===== config.mk =====
export PLATFORM = sky130hd
export DESIGN_NAME = cdc_event_tx_flat
export DESIGN_NICKNAME = d
export VERILOG_FILES = /design/src/rtl/cdc_pkg.sv /design/src/rtl/cdc_event_tx_if.sv /design/src/rtl/cdc_event_tx.sv /design/src/flat_wrapper.sv
export SDC_FILE = /design/constraint.sdc
export NUM_CORES = 1
export LEC_CHECK = 0
export BUFFER_PORTS_ARGS = -buffer_cell sky130_fd_sc_hd__buf_2
export CAP_MARGIN = 20
export CORE_UTILIZATION = 40
export DETAILED_ROUTE_END_ITERATION = 7
export SLEW_MARGIN = 10
export SYNTH_ARGS = -nofsm -noshare
export SYNTH_HDL_FRONTEND = slang
export SYNTH_SLANG_ARGS = --single-unit

===== constraint.sdc =====
create_clock -name clk -period 1.72 [get_ports clk]
set_clock_uncertainty 0.15 [all_clocks]
set_input_delay 0.258 -clock clk [delete_from_list [all_inputs] [get_ports clk]]
set_output_delay 0.258 -clock clk [all_outputs]
set_load 0.02 [all_outputs]

===== src/rtl/cdc_pkg.sv =====
// Shared types and helpers for the source side of the pulse clock-crossing.
// Holds the transmitter FSM state encoding and the hold-counter sizing rule.
package cdc_pkg;

    typedef enum logic {
        IDLE = 1'b0,
        HOLD = 1'b1
    } cdc_tx_state_t;

    // Width that can hold HOLD_CYCLES-1; never narrower than one bit.
    function automatic int hold_cnt_width(input int hold_cycles);
        return (hold_cycles <= 2) ? 1 : $clog2(hold_cycles);
    endfunction

endpackage


===== src/rtl/cdc_event_tx_if.sv =====
// Event handshake and status bundle between a producer and cdc_event_tx.
// The producer uses the master view and the transmitter uses the slave view.
interface cdc_event_tx_if #(
    parameter int PENDING_WIDTH = 4
);
    logic                     in_valid;
    logic                     in_ready;
    logic                     toggle_out;
    logic [PENDING_WIDTH-1:0] pending;
    logic                     busy;

    modport master (
        output in_valid,
        input  in_ready, toggle_out, pending, busy
    );

    modport slave (
        input  in_valid,
        output in_ready, toggle_out, pending, busy
    );
endinterface


===== src/rtl/cdc_event_tx.sv =====
// Encodes accepted events as toggle_out transitions spaced at least HOLD_CYCLES
// clocks apart; events arriving faster are queued in a saturating pending count.
module cdc_event_tx
    import cdc_pkg::*;
#(
    parameter int HOLD_CYCLES   = 4,
    parameter int PENDING_WIDTH = 4
) (
    input  logic            clk,
    input  logic            areset,
    cdc_event_tx_if.slave   ev
);

    localparam int HW = hold_cnt_width(HOLD_CYCLES);
    localparam int PW = PENDING_WIDTH;
    localparam logic [HW-1:0] HOLD_RELOAD = HW'(HOLD_CYCLES - 1);
    localparam logic [PW-1:0] PMAX        = '1;
    localparam logic [PW-1:0] P_ONE       = PW'(1);

    generate
        if (HOLD_CYCLES < 2) begin : g_bad_hold
            $error("cdc_event_tx: HOLD_CYCLES must be at least 2");
        end
    endgenerate

    cdc_tx_state_t  state_q, state_d;
    logic [HW-1:0]  hold_cnt_q, hold_cnt_d;
    logic [PW-1:0]  pending_q, pending_d;
    logic           toggle_q, toggle_d;

    logic           ready_w;
    logic           accept_w;

    // Ready depends only on registered state; reset gating is added at the port.
    assign ready_w  = (pending_q != PMAX);
    assign accept_w = ev.in_valid && ready_w;

    always_ff @(posedge clk or posedge areset) begin
        if (areset) begin
            state_q    <= IDLE;
            hold_cnt_q <= '0;
            pending_q  <= '0;
            toggle_q   <= 1'b0;
        end else begin
            state_q    <= state_d;
            hold_cnt_q <= hold_cnt_d;
            pending_q  <= pending_d;
            toggle_q   <= toggle_d;
        end
    end

    always_comb begin
        state_d    = state_q;
        hold_cnt_d = hold_cnt_q;
        pending_d  = pending_q;
        toggle_d   = toggle_q;
        unique case (state_q)
            IDLE: begin
                if (accept_w) begin
                    toggle_d   = ~toggle_q;
                    hold_cnt_d = HOLD_RELOAD;
                    state_d    = HOLD;
                end
            end
            HOLD: begin
                if (hold_cnt_q != '0) begin
                    hold_cnt_d = hold_cnt_q - HW'(1);
                    if (accept_w) begin
                        pending_d = pending_q + P_ONE;
                    end
                end else if ((pending_q != '0) || accept_w) begin
                    // Dispatch edge: a same-edge accept replaces the dequeued event.
                    toggle_d   = ~toggle_q;
                    hold_cnt_d = HOLD_RELOAD;
                    if ((pending_q != '0) && !accept_w) begin
                        pending_d = pending_q - P_ONE;
                    end
                end else begin
                    state_d = IDLE;
                end
            end
            default: state_d = IDLE;
        endcase
    end

    always_comb begin
        ev.in_ready   = !areset && ready_w;
        ev.busy       = (state_q == HOLD) || (pending_q != '0);
        ev.toggle_out = toggle_q;
        ev.pending    = pending_q;
    end

endmodule

===== src/flat_wrapper.sv =====
// flat-port wrapper written by rule: the top's interface ports become plain ports
module cdc_event_tx_flat import cdc_pkg::*;
#(
    parameter int HOLD_CYCLES   = 4,
    parameter int PENDING_WIDTH = 4
)
  (clk, areset, ev_in_valid, ev_in_ready, ev_toggle_out, ev_pending, ev_busy);
  cdc_event_tx_if #(.PENDING_WIDTH(PENDING_WIDTH)) ev_i ();
  input  logic clk;
  input  logic areset;
  input wire logic [$bits(ev_i.in_valid)-1:0] ev_in_valid;
  output wire logic [$bits(ev_i.in_ready)-1:0] ev_in_ready;
  output wire logic [$bits(ev_i.toggle_out)-1:0] ev_toggle_out;
  output wire logic [$bits(ev_i.pending)-1:0] ev_pending;
  output wire logic [$bits(ev_i.busy)-1:0] ev_busy;
  assign ev_i.in_valid = ev_in_valid;
  assign ev_in_ready = ev_i.in_ready;
  assign ev_toggle_out = ev_i.toggle_out;
  assign ev_pending = ev_i.pending;
  assign ev_busy = ev_i.busy;
  cdc_event_tx #(.HOLD_CYCLES(HOLD_CYCLES), .PENDING_WIDTH(PENDING_WIDTH)) u_core (.clk(clk), .areset(areset), .ev(ev_i));
endmodule

# Word-level counts from Yosys, hierarchy flattened
# Index checks and enable logic that the tools add are counted.
[word_totals]
ff_bits = 8
latchBits = 0
ram_bits = 0
mem_bits_ro = 0
inputBits = 3
wordCells = 45
memories = 0
[op_classes]
n_addsub = 3
n_mul = 0
div_mod_pow = 0
magnitude_cmp = 0
n_eq_ne = 6
n_shift = 0
mux = 16
n_bitwise = 2
reduce_logical = 14
[op_table]
columns = ["operator", "count"]
rows = [
  ["$mux W4", 4],
  ["$mux W1", 6],
  ["$mux W2", 3],
  ["$reduce_bool A2 Y1", 3],
  ["$add A4 B1 Y4 const B", 1],
  ["$ne A2 B1 Y1 const B", 2],
  ["$ne A2 B2 Y1 const B", 2],
  ["$ne A4 B4 Y1 const B", 1],
  ["$pmux W1 S2", 2],
  ["$pmux W2 S2", 1],
  ["$reduce_and A4 Y1", 1],
  ["$reduce_bool A4 Y1", 1],
  ["$sub A4 B1 Y4 const B", 1],
  ["$logic_and A1 B1 Y1", 3],
  ["$ne A3 B3 Y1 const B", 1],
  ["$reduce_and A3 Y1", 1],
  ["$logic_not A1 Y1", 2],
  ["$logic_or A1 B1 Y1", 2],
  ["$not A1 Y1", 2],
  ["$reduce_and A2 Y1", 1],
  ["$sub A2 B1 Y2 const B", 1],
]

# Logic depth before layout (Yosys ltp)
[depth]
word_depth = 7
mapped_depth = 9
depth_no_buf = 8

# Worst setup path after synthesis
# Ideal clock, no wire load.
[synth_path]
path_type = "register to register"
startpoint = "register u_core.hold_cnt_q[0]"
endpoint = "register u_core.pending_q[2] (netlist: u_core.ev.pending[2])"
setup_ps = 126
arrival_time_ps = 1634
required_time_ps = 1444
slack_ps = -190
path_stages_with_launch = 9
cell_sequence = "dfrtp_1 -> inv_1 -> ha_1 -> buf_6 -> xor2_1 -> ha_1 -> a21o_2 -> or3b_2 -> o311a_1"
[synth_between]
elab_chain_cells = 3
elab_cells_between_ends = 6
cone_classes = "1 x eq/ne; 1 x mux; 4 x reduce/logical"
[synth_rtl]
columns = ["item", "line", "source"]
rows = [
  ["start, declared", "cdc_event_tx.sv:27", "logic [HW-1:0] hold_cnt_q, hold_cnt_d;"],
  ["start signal, assigned", "cdc_event_tx.sv:46", "hold_cnt_q <= hold_cnt_d;"],
  ["$reduce_bool A2 Y1 (*)", "cdc_event_tx.sv:66", "if (hold_cnt_q != '0) begin"],
  ["$ne A2 B1 Y1 (no source line) / $reduce_bool A2 Y1 (equally long branches)", "n/a", ""],
  ["$reduce_and A4 Y1 (no source line)", "n/a", ""],
  ["end signal, assigned", "cdc_event_tx.sv:47", "pending_q <= pending_d;"],
  ["end, declared", "cdc_event_tx.sv:28", "logic [PW-1:0] pending_q, pending_d;"],
]
# Mark *: on every way between the ends. The rest lies on a longest branch, timed or not.
# A chain may end at the register's enable or synchronous reset.

# Worst setup path after layout
[layout_path]
startpoint = "register u_core.hold_cnt_q[1]"
endpoint = "register u_core.pending_q[2] (netlist: u_core.ev.pending[2])"
# Same word-level chain as after synthesis.

==> flow_metrics.env <==
export IMPL_arrival_ns=1.75
export IMPL_ys_ff_latch=8
export IMPL_layout_commonest_cell="buf_4"
export IMPL_syn2layout_area_growth_pct=66.5
export IMPL_layoutNonFillerInstCount=117
export IMPL_r2r_start="u_core.hold_cnt_q[1]"
export IMPL_leakage_nw=0.467
export IMPL_cts_tree="built"
export IMPL_hold_class="reg -> reg"
export IMPL_hold_viol_final=0
export IMPL_r2r_end="u_core.ev.pending[2]"
export IMPL_wl_per_cell_um=15.6
export IMPL_syn_nets=69
export IMPL_setup_violations=3
export IMPL_dr_pass1_iters=4
export IMPL_finalCriticalPeriod_ns=1.77
export IMPL_dieArea_um2=1710
export IMPL_final_core_util_pct=75.5
export IMPL_fmaxAchievable_mhz=564
export IMPL_drive_gt1_share_pct=63.7
export IMPL_grt_pass1_vias=571
export IMPL_failed_checks="setup timing"
export IMPL_cts_made_buffers=3
export IMPL_clk_path_buf_depth=2
export IMPL_die_w_um=41.4
export IMPL_yosysSeqAreaShare_pct=32.3
export IMPL_grt_usage_pct=23.2
export IMPL_final_cell_mix="24 x buf_4, 8 x buf_6, 7 x buf_2"
export IMPL_cp_start_kind="flop"
export IMPL_crit_required_ns=1.70
export IMPL_hold_depth=1
export IMPL_drv_cap=0
export IMPL_start_util_pct=45.3
export IMPL_drtAntennaViolNets=0
export IMPL_status="finished, violations left"
export IMPL_fin_crit_sh_pct=103
export IMPL_reg2reg_depth=7
export IMPL_synth_warnings=0
export IMPL_netlist_area_um2=619
export IMPL_multi_input_area_um2=447
export IMPL_rsz0062_at_grt="true"
export IMPL_rows=13
export IMPL_die_h_um=41.4
export IMPL_grt_first_pass_wirelength_um=2500
export IMPL_place_ws_ns=-0.0667
export IMPL_peakVddDrop_mv=1.22
export IMPL_syn_inst=63
export IMPL_cp_max_fo=4
export IMPL_powerDensity_nw_per_um2=1790
export IMPL_worstSkewPairLatency_ns=0.25
export IMPL_synth_cell_types=34
export IMPL_core_area_um2=1370
export IMPL_drt_iter0_drc=24
export IMPL_hpwl_um=1090
export IMPL_dp_cells=99
export IMPL_gp_congestion=0.844
export IMPL_numClockSinks=8
export IMPL_grt_max_degree=10
export IMPL_wirelength_um=1830
export IMPL_hold_start="u_core.ev.toggle_out"
export IMPL_seqCellArea_um2=205
export IMPL_path_class="reg -> reg"
export IMPL_critPathCaptureType="flop"
export IMPL_via_per_inst=5.62
export IMPL_yosysTopAreaCell="dfrtp_1"
export IMPL_async_flop_share_pct=100
export IMPL_synth_edff_count=0
export IMPL_htree_levels=1
export IMPL_postSynthAreaPerCell_um2=9.83
export IMPL_r2r_setup_slack_ns=-0.05
export IMPL_ios=10
export IMPL_fillCellCount=105
export IMPL_clk_pin_slew_ns=0.06
export IMPL_fin_nets=110
export IMPL_port_buffers=9
export IMPL_antenna_found_initial=0
export IMPL_grt_ovfl_total=0
export IMPL_synth_flop_cell="dfrtp_1"
export IMPL_tightest_slew_ns=0.335
export IMPL_slew_limit_headroom_pct=77.7
export IMPL_cts_root_buffer="clkbuf_4"
export IMPL_synth_area_leaders="dfrtp_1 32%, ha_1 6.1%, xor2_1 5.7%"
export IMPL_yosysTopAreaCellShare_pct=32.3
export IMPL_dr_total_vias=657
export IMPL_layout_setup_ws_ns=-0.0524
export IMPL_maxSlewViolCount=0
export IMPL_antenna_cells=0
export IMPL_hold_path_endpoint="u_core.ev.toggle_out"
export IMPL_drc=0
## metrics by stage
stage / TNS (ns) / hold WS, ns / instance area, um^2 / total power, mW
after detailed placement: -0.133 / 0.0965 / 778 / 1.24
after floorplan: -0.153 / -0.0713 / 643 / 0.924
after global routing: -0.404 / 0.339 / 1030 / 1.94
final: -0.116 / 0.323 / 1030 / 1.84
after CTS: -0.254 / 0.319 / 926 / 1.59
after global placement: -0.108 / 0.0907 / 778 / 1.23
## worst max-delay path: stages (launching register included)
cell and delay (ns):
dfrtp_1 0.38, inv_2 0.08, ha_4 0.14, xor2_2 0.17, ha_4 0.16, a21o_4 0.10
or3b_4 0.37, o311a_1 0.11
## timing repair
item                                    CTS  global route
gates resized for setup                  16            11
hold endpoints to repair                  8             0
endpoints found under the setup margin    5             9
hold buffers                              1             0
pin swaps                                 4             7
buffers inserted                          8             6
## final cells by class
class                      count  share of cell area [%]
tap                           15                    1.82
inverter                       6                    2.18
sequential                     8                    19.9
multi-input combinational     45                    43.3
clock buffer                   3                    2.18
timing repair buffer          40                    30.6
## cell families (layout without fill, tap and decap cells)
logic type,count (synthesis),count (layout),synth area share [%]
buf+inv,10,49,11.5
xor+xnor,4,4,5.66
fa+ha+maj,3,3,6.06
flops,8,8,32.3
simple gates,21,21,23.2
compound gates,17,17,21.2
## cells in the mapped netlist, types with 2 or more instances
master / count
o21ai_0: 2
nand2_1: 4
o22ai_1: 2
dfrtp_1: 8
xor2_1: 4
nand3_1: 3
nor2b_1: 2
ha_1: 3
buf_6: 2
inv_1: 6
a41oi_1: 2
nor2_1: 3
## flip-flops by register name, indices dropped and copies added (netlist names)
signal,count
u_core.ev.toggle_out,1
u_core.hold_cnt_q,2
u_core.state_q,1
u_core.ev.pending,4
## where the power goes
part | switching [mW] | internal (mW) | total (mW) | leakage [nW]
Clock | 0.0615 | 0.0797 | 0.141 | 0.0138
Sequential | 0.116 | 0.279 | 0.395 | 0.0831
Combinational | 0.591 | 0.713 | 1.30 | 0.370
Total | 0.769 | 1.07 | 1.84 | 0.467
## worst max-delay path by stage
stage,endpoint,cells after the start,from
floorplan,u_core.ev.pending[2],8,u_core.hold_cnt_q[1]
global placement,u_core.ev.pending[2],7,u_core.hold_cnt_q[1]
detailed placement,u_core.ev.pending[2],7,u_core.hold_cnt_q[1]
CTS,ev_busy,5,u_core.ev.pending[1]
global route,u_core.ev.pending[2],7,u_core.hold_cnt_q[1]
finish,u_core.ev.pending[2],7,u_core.hold_cnt_q[1]
## routing by layer
metal  global-route usage (%)  routed length [um]  share of wire, %  up-vias
li1                         -                   -                 -      306
met5                        0                   0                 0        -
met1                     30.7                 819                45      314
met2                     36.3                 857                47       33
met4                     6.45                  12              0.66        0
met3                     6.91                 139               7.6        4
Power figures use the tool's default switching activity.
